[src/rtl/m72_pkg.sv]
// rtl/m72_pkg.sv - shared constants and types for the M72 interrupt controller
package m72_pkg;

    localparam logic [1:0] IRQ_REG_IRR_CMD = 2'd0;
    localparam logic [1:0] IRQ_REG_IMR     = 2'd1;
    localparam logic [1:0] IRQ_REG_VB      = 2'd2;
    localparam logic [1:0] IRQ_REG_ISR     = 2'd3;

    localparam int IRQ_CMD_NSEOI = 5;
    localparam int IRQ_CMD_SEOI  = 6;

    localparam int IRQ_IDX_W = 3;
    typedef logic [IRQ_IDX_W-1:0] irq_idx_t;

endpackage

[src/rtl/m72_prio_enc.sv]
// rtl/m72_prio_enc.sv - lowest-set-bit priority encoder with valid flag
module m72_prio_enc
    import m72_pkg::*;
#(
    parameter int WIDTH = 8
) (
    input  logic [WIDTH-1:0] req_i,
    output irq_idx_t         idx_o,
    output logic             valid_o
);

    // Scan from the top so the lowest set index is the last assignment.
    always_comb begin
        idx_o = '0;
        for (int i = WIDTH - 1; i >= 0; i--) begin
            if (req_i[i]) begin
                idx_o = irq_idx_t'(i);
            end
        end
    end

    assign valid_o = |req_i;

endmodule

[src/rtl/m72_irq_ctrl.sv]
// rtl/m72_irq_ctrl.sv - N-channel edge-latched, masked, nested-priority interrupt controller
module m72_irq_ctrl
    import m72_pkg::*;
#(
    parameter int         NUM_IRQ     = 8,
    parameter logic [7:0] VECTOR_BASE = 8'h20,
    parameter bit         AUTO_EOI    = 1'b0
) (
    input  logic               clock,
    input  logic               reset_n,
    input  logic [NUM_IRQ-1:0] irq_in,
    input  logic               io_cs,
    input  logic               io_we,
    input  logic [1:0]         io_addr,
    input  logic [7:0]         io_din,
    output logic [7:0]         io_dout,
    output logic               io_ack,
    output logic               intr,
    input  logic               inta,
    output logic [7:0]         vec_out,
    output logic               vec_valid
);

    logic [NUM_IRQ-1:0] prev_q, irr_q, isr_q, imr_q;
    logic [NUM_IRQ-1:0] irr_d, isr_d, imr_d;
    logic [7:0]         vb_q, vb_d;
    logic [7:0]         io_dout_q, io_dout_d;
    logic [7:0]         vec_out_q, vec_out_d;
    logic               cs_q, io_ack_q, intr_q, vec_valid_q;

    logic [NUM_IRQ-1:0] cand, elig, eoi_clr, ack_set;
    irq_idx_t           isr_idx, sel_idx;
    logic               isr_any, sel_any;
    logic               access, wr;

    m72_prio_enc #(.WIDTH(NUM_IRQ)) u_isr_enc (
        .req_i   (isr_q),
        .idx_o   (isr_idx),
        .valid_o (isr_any)
    );

    m72_prio_enc #(.WIDTH(NUM_IRQ)) u_elig_enc (
        .req_i   (elig),
        .idx_o   (sel_idx),
        .valid_o (sel_any)
    );

    assign cand   = irr_q & ~imr_q;
    assign access = io_cs & ~cs_q;
    assign wr     = access & io_we;

    // Only channels strictly above the highest in-service level may nest.
    always_comb begin
        elig = '0;
        for (int i = 0; i < NUM_IRQ; i++) begin
            elig[i] = cand[i] & (~isr_any | (irq_idx_t'(i) < isr_idx));
        end
    end

    always_comb begin
        imr_d     = imr_q;
        vb_d      = vb_q;
        io_dout_d = io_dout_q;
        vec_out_d = vec_out_q;
        eoi_clr   = '0;
        ack_set   = '0;

        if (wr) begin
            case (io_addr)
                IRQ_REG_IRR_CMD: begin
                    if (io_din[IRQ_CMD_SEOI]) begin
                        for (int i = 0; i < NUM_IRQ; i++) begin
                            if (io_din[2:0] == irq_idx_t'(i)) eoi_clr[i] = 1'b1;
                        end
                    end else if (io_din[IRQ_CMD_NSEOI]) begin
                        for (int i = 0; i < NUM_IRQ; i++) begin
                            if (isr_any && isr_idx == irq_idx_t'(i)) eoi_clr[i] = 1'b1;
                        end
                    end
                end
                IRQ_REG_IMR: imr_d = io_din[NUM_IRQ-1:0];
                IRQ_REG_VB:  vb_d  = io_din;
                default:     ;
            endcase
        end

        if (inta) begin
            if (sel_any) begin
                for (int i = 0; i < NUM_IRQ; i++) begin
                    if (sel_idx == irq_idx_t'(i)) ack_set[i] = 1'b1;
                end
                vec_out_d = vb_q + 8'(sel_idx);
            end else begin
                vec_out_d = vb_q + 8'(NUM_IRQ - 1);
            end
        end

        if (access) begin
            case (io_addr)
                IRQ_REG_IRR_CMD: io_dout_d = 8'(irr_q);
                IRQ_REG_IMR:     io_dout_d = 8'(imr_q);
                IRQ_REG_VB:      io_dout_d = vb_q;
                default:         io_dout_d = 8'(isr_q);
            endcase
        end

        // A fresh edge outranks the acknowledge clear on the same channel.
        irr_d = (irr_q & ~ack_set) | (irq_in & ~prev_q);
        isr_d = (isr_q & ~eoi_clr) | (AUTO_EOI ? '0 : ack_set);
    end

    always_ff @(posedge clock or negedge reset_n) begin
        if (!reset_n) begin
            prev_q      <= '1;
            irr_q       <= '0;
            isr_q       <= '0;
            imr_q       <= '1;
            vb_q        <= VECTOR_BASE;
            cs_q        <= 1'b0;
            io_ack_q    <= 1'b0;
            io_dout_q   <= '0;
            intr_q      <= 1'b0;
            vec_out_q   <= '0;
            vec_valid_q <= 1'b0;
        end else begin
            prev_q      <= irq_in;
            irr_q       <= irr_d;
            isr_q       <= isr_d;
            imr_q       <= imr_d;
            vb_q        <= vb_d;
            cs_q        <= io_cs;
            io_ack_q    <= access;
            io_dout_q   <= io_dout_d;
            intr_q      <= |elig;
            vec_out_q   <= vec_out_d;
            vec_valid_q <= inta;
        end
    end

    assign io_dout   = io_dout_q;
    assign io_ack    = io_ack_q;
    assign intr      = intr_q;
    assign vec_out   = vec_out_q;
    assign vec_valid = vec_valid_q;

endmodule

[config.mk]
export PLATFORM = sky130hd
export DESIGN_NAME = m72_irq_ctrl
export DESIGN_NICKNAME = d
export VERILOG_FILES = /design/src/rtl/m72_pkg.sv /design/src/rtl/m72_prio_enc.sv /design/src/rtl/m72_irq_ctrl.sv
export SDC_FILE = /design/constraint.sdc
export NUM_CORES = 1
export LEC_CHECK = 0
export ABC_AREA = 1
export CAP_MARGIN = 5
export CORE_ASPECT_RATIO = 0.6
export CORE_MARGIN = 2
export CORE_UTILIZATION = 55
export CTS_CLUSTER_DIAMETER = 30
export CTS_CLUSTER_SIZE = 12
export DETAILED_ROUTE_END_ITERATION = 8
export DONT_BUFFER_PORTS = 1
export PLACE_DENSITY = 0.78
export RECOVER_POWER = 50
export SLEW_MARGIN = 20
export SYNTH_ARGS = -nofsm -noshare
export SYNTH_HDL_FRONTEND = slang
export SYNTH_SLANG_ARGS = --single-unit
[constraint.sdc]
create_clock -name clock -period 4.8 [get_ports clock]
set_clock_uncertainty 0.2 [all_clocks]
set_input_delay 1.2 -clock clock [delete_from_list [all_inputs] [get_ports clock]]
set_output_delay 1.2 -clock clock [all_outputs]
set_load 0.05 [all_outputs]
==> results.md <==
* R2R depth at 25
* Adder-Cell Fraction of Synth Area at 1.97%
* Commonest non-fill, non-tap cell in the layout: nand2_1
* Row cnt at 20
* Synth unique cells at 27
* R2R Path End: vec_out[6]
* Initial antenna violation count at 0
* Design Area, Final at 3190 sq um
* Setup slack, reg-to-reg at 1.67 ns
* VDD IR max at 0.270 mV
* TritonCTS Buffers at 9
* Clock sinks at 60
* Max clock buf depth at 2
* Biggest area consumer among synthesized cells: dfrtp_1
* Total number of vias at 2403
* Routability cong. at 0.929
* Slowest CP cell: dfrtp_1
* Pwr per Cell Area at 591 nW/um^2
* Crit path launch: isr_q[6]
* Core footprint at 5100 sq um
* IO buf count at 0
* DR pass1 iterations at 5
* First-pass GRT wire length at 11900 um
* Share of cells above drive strength 1 at 14.3%
* Fillers at 455
* Worst hold path startpoint: cs_q
* Pre-CTS WS at 1.73 ns
* Critical Path Sink Type: flip-flop
* Endpoints failing setup at 0
* Hold Path Depth at 1
* Largest family of logic cells by synthesized area: simple AND/OR/NAND/NOR gates
* Detailed Route Iter0 Violations at 204
* Largest net degree at the start of global routing at 61
* Status: finished, final reports clean
* CTS tree: built
* Die ar. at 5940 sq um
* Worst hold-check path type: reg -> reg
* Hold buffers post-CTS at 0
* Cell Area, Placed at 2990 sq um
* Max Fanout on Critical Path at 5
* Synth Area in Simple Gates at 22.6%
* Nets at 386
* Sequential share of the synthesized area at 52.0%
* WP data arrival at 3.15 ns
* Post-Synth XOR/XNOR Area at 0.898%
* Most used cell, CP: nand2_1
* HPWL Detailed at 5480 um
* Most frequent cells in the layout: nand2_1 (99), inv_1 (51), o21ai_0 (48)
* Post-CTS setup buffers at 0
* Family with the most delay on the worst path: simple AND/OR/NAND/NOR gates
* Final period util at 65.2%
* Reg clk slew, reported paths at 0.07 ns
* Antenna viol nets, final at 0
* Synth Net Count at 380
* Worst Hold End: io_ack
* GRT Residual Overflow at 0
* Final hold slack at 0.224 ns
* FF-to-FF Start: isr_q[6]
* Post-Synthesis Cells at 353
* Mean routed wirelength per cell at 16.8 um
* Final worst path period need at 3.13 ns
* RSZ-0062 raised after global routing: no
* Cell count along the critical path at 25
* DRC at 0
* Max-slew violations at 0
* Slew margin rel. at 28.9%
* Die Width at 98.2 um
* Fmax at 320 MHz
* Vias in the first global route at 2289
* Die Height at 60.5 um
* Actual slew at the worst max-slew pin at 1.06 ns
* Yosys warns at 0
* Synth Area in Compound Gates at 14.7%
* Setup TNS at 0 ns
* Synth top area share at 36.8%
* P_leak at 1.55 nW
* Post-Syn Area per Cell at 8.29 sq um
* Synth Register Bits at 60
* Worst path max stage delay at 0.43 ns
* CP required at 4.82 ns
* Root buffer cell: clkbuf_8
* Starting Density at 57.3%
* H-tree depth at 3
* CP bufs+invs at 2
* Area growth from synthesis to layout at 9.06%
* Mapped Area at 2930 sq um
* WS Path Type: reg -> reg
* Gr usage total at 27.0%
* Ant. Diodes at 0
* Drt total wl at 7210 um
* Via/cell ratio at 5.59
* Final hold vios at 0
* Skew-Pair Late Insertion Delay at 0.35 ns
* I/O pin cnt at 42
* CP startpoint kind: flip-flop
* Mux contribution to synthesized area at 0.385%
* # resized after CTS at 0
* Max-cap violations at 0
* Worst Slack Setup Final at 1.67 ns
* Area contributors post-synth: dfrtp_1 (37%), dfstp_2 (15%), nand2_1 (13%), o21ai_0 (8.2%), inv_1 (6.5%)
==> layout make-up <==
type / instances / area (sq um) / area share, %
inverter: 53 / 199 / 6.23
multi-input combinational: 235 / 1190 / 37.2
sequential: 60 / 1520 / 47.7
clock buffer: 11 / 141 / 4.43
clock inverter: 5 / 60.1 / 1.88
tap: 66 / 82.6 / 2.59
==> sequential cells by signal, indices dropped and copies added, names as in the netlist, 8 cells and up <==
name and count:
isr_q 8, io_dout 8, prev_q 8, irr_q 8, imr_q 8, vb_q 8, vec_out 8
==> cells in the mapped netlist, drive strengths merged <==
cell type	count
nor3	2
nand4	4
o21ai	54
inv	53
nand2	106
buf	1
nand3	12
ha	3
nor2	26
a21oi	5
o22ai	4
o31ai	1
dfrtp	43
mux2	1
fa	1
xor2	3
a221oi	8
clkbuf	4
dfstp	17
a31oi	5
==> metrics by stage <==
step	util (%)	power (mW)	cells
after floorplan	-	1.28	353
after global placement	58.6	1.40	414
after detailed placement	58.6	1.42	414
after CTS	62.5	1.88	430
after global routing	62.5	2.00	430
final	62.5	1.89	430
==> how the worst max path moves through the flow <==
stage	end	slack, ns
after floorplan	vec_out[6]	2.11
after global placement	vec_out[6]	1.76
after detailed placement	vec_out[6]	1.73
after CTS	vec_out[6]	1.71
after global routing	vec_out[6]	1.29
final	vec_out[6]	1.67
==> report_power, final <==
group,switching [mW],total [mW],internal [mW],leakage [nW]
Clock,0.206,0.461,0.256,0.0999
Combinational,0.342,0.518,0.176,0.767
Sequential,0.268,0.908,0.639,0.679
==> logic make-up after synthesis <==
group / Yosys count
adders and majority gates: 4
and+or+nand+nor: 150
buffers and inverters: 58
muxes: 1
xor gates and xnor gates: 3
AOI/OAI and AO/OA: 77
DFF: 60
==> per-layer routing <==
| layer | up-vias | track usage [%] | share of wire [%] |
|---|---|---|---|
| met3 | 7 | 10.9 | 10 |
| li1 | 1152 | - | - |
| met2 | 113 | 36.5 | 39 |
| met1 | 1131 | 39.8 | 50 |
| met4 | 0 | 8.02 | 0.80 |
| met5 | - | 0 | 0 |
Power figures use the tool's default switching activity.
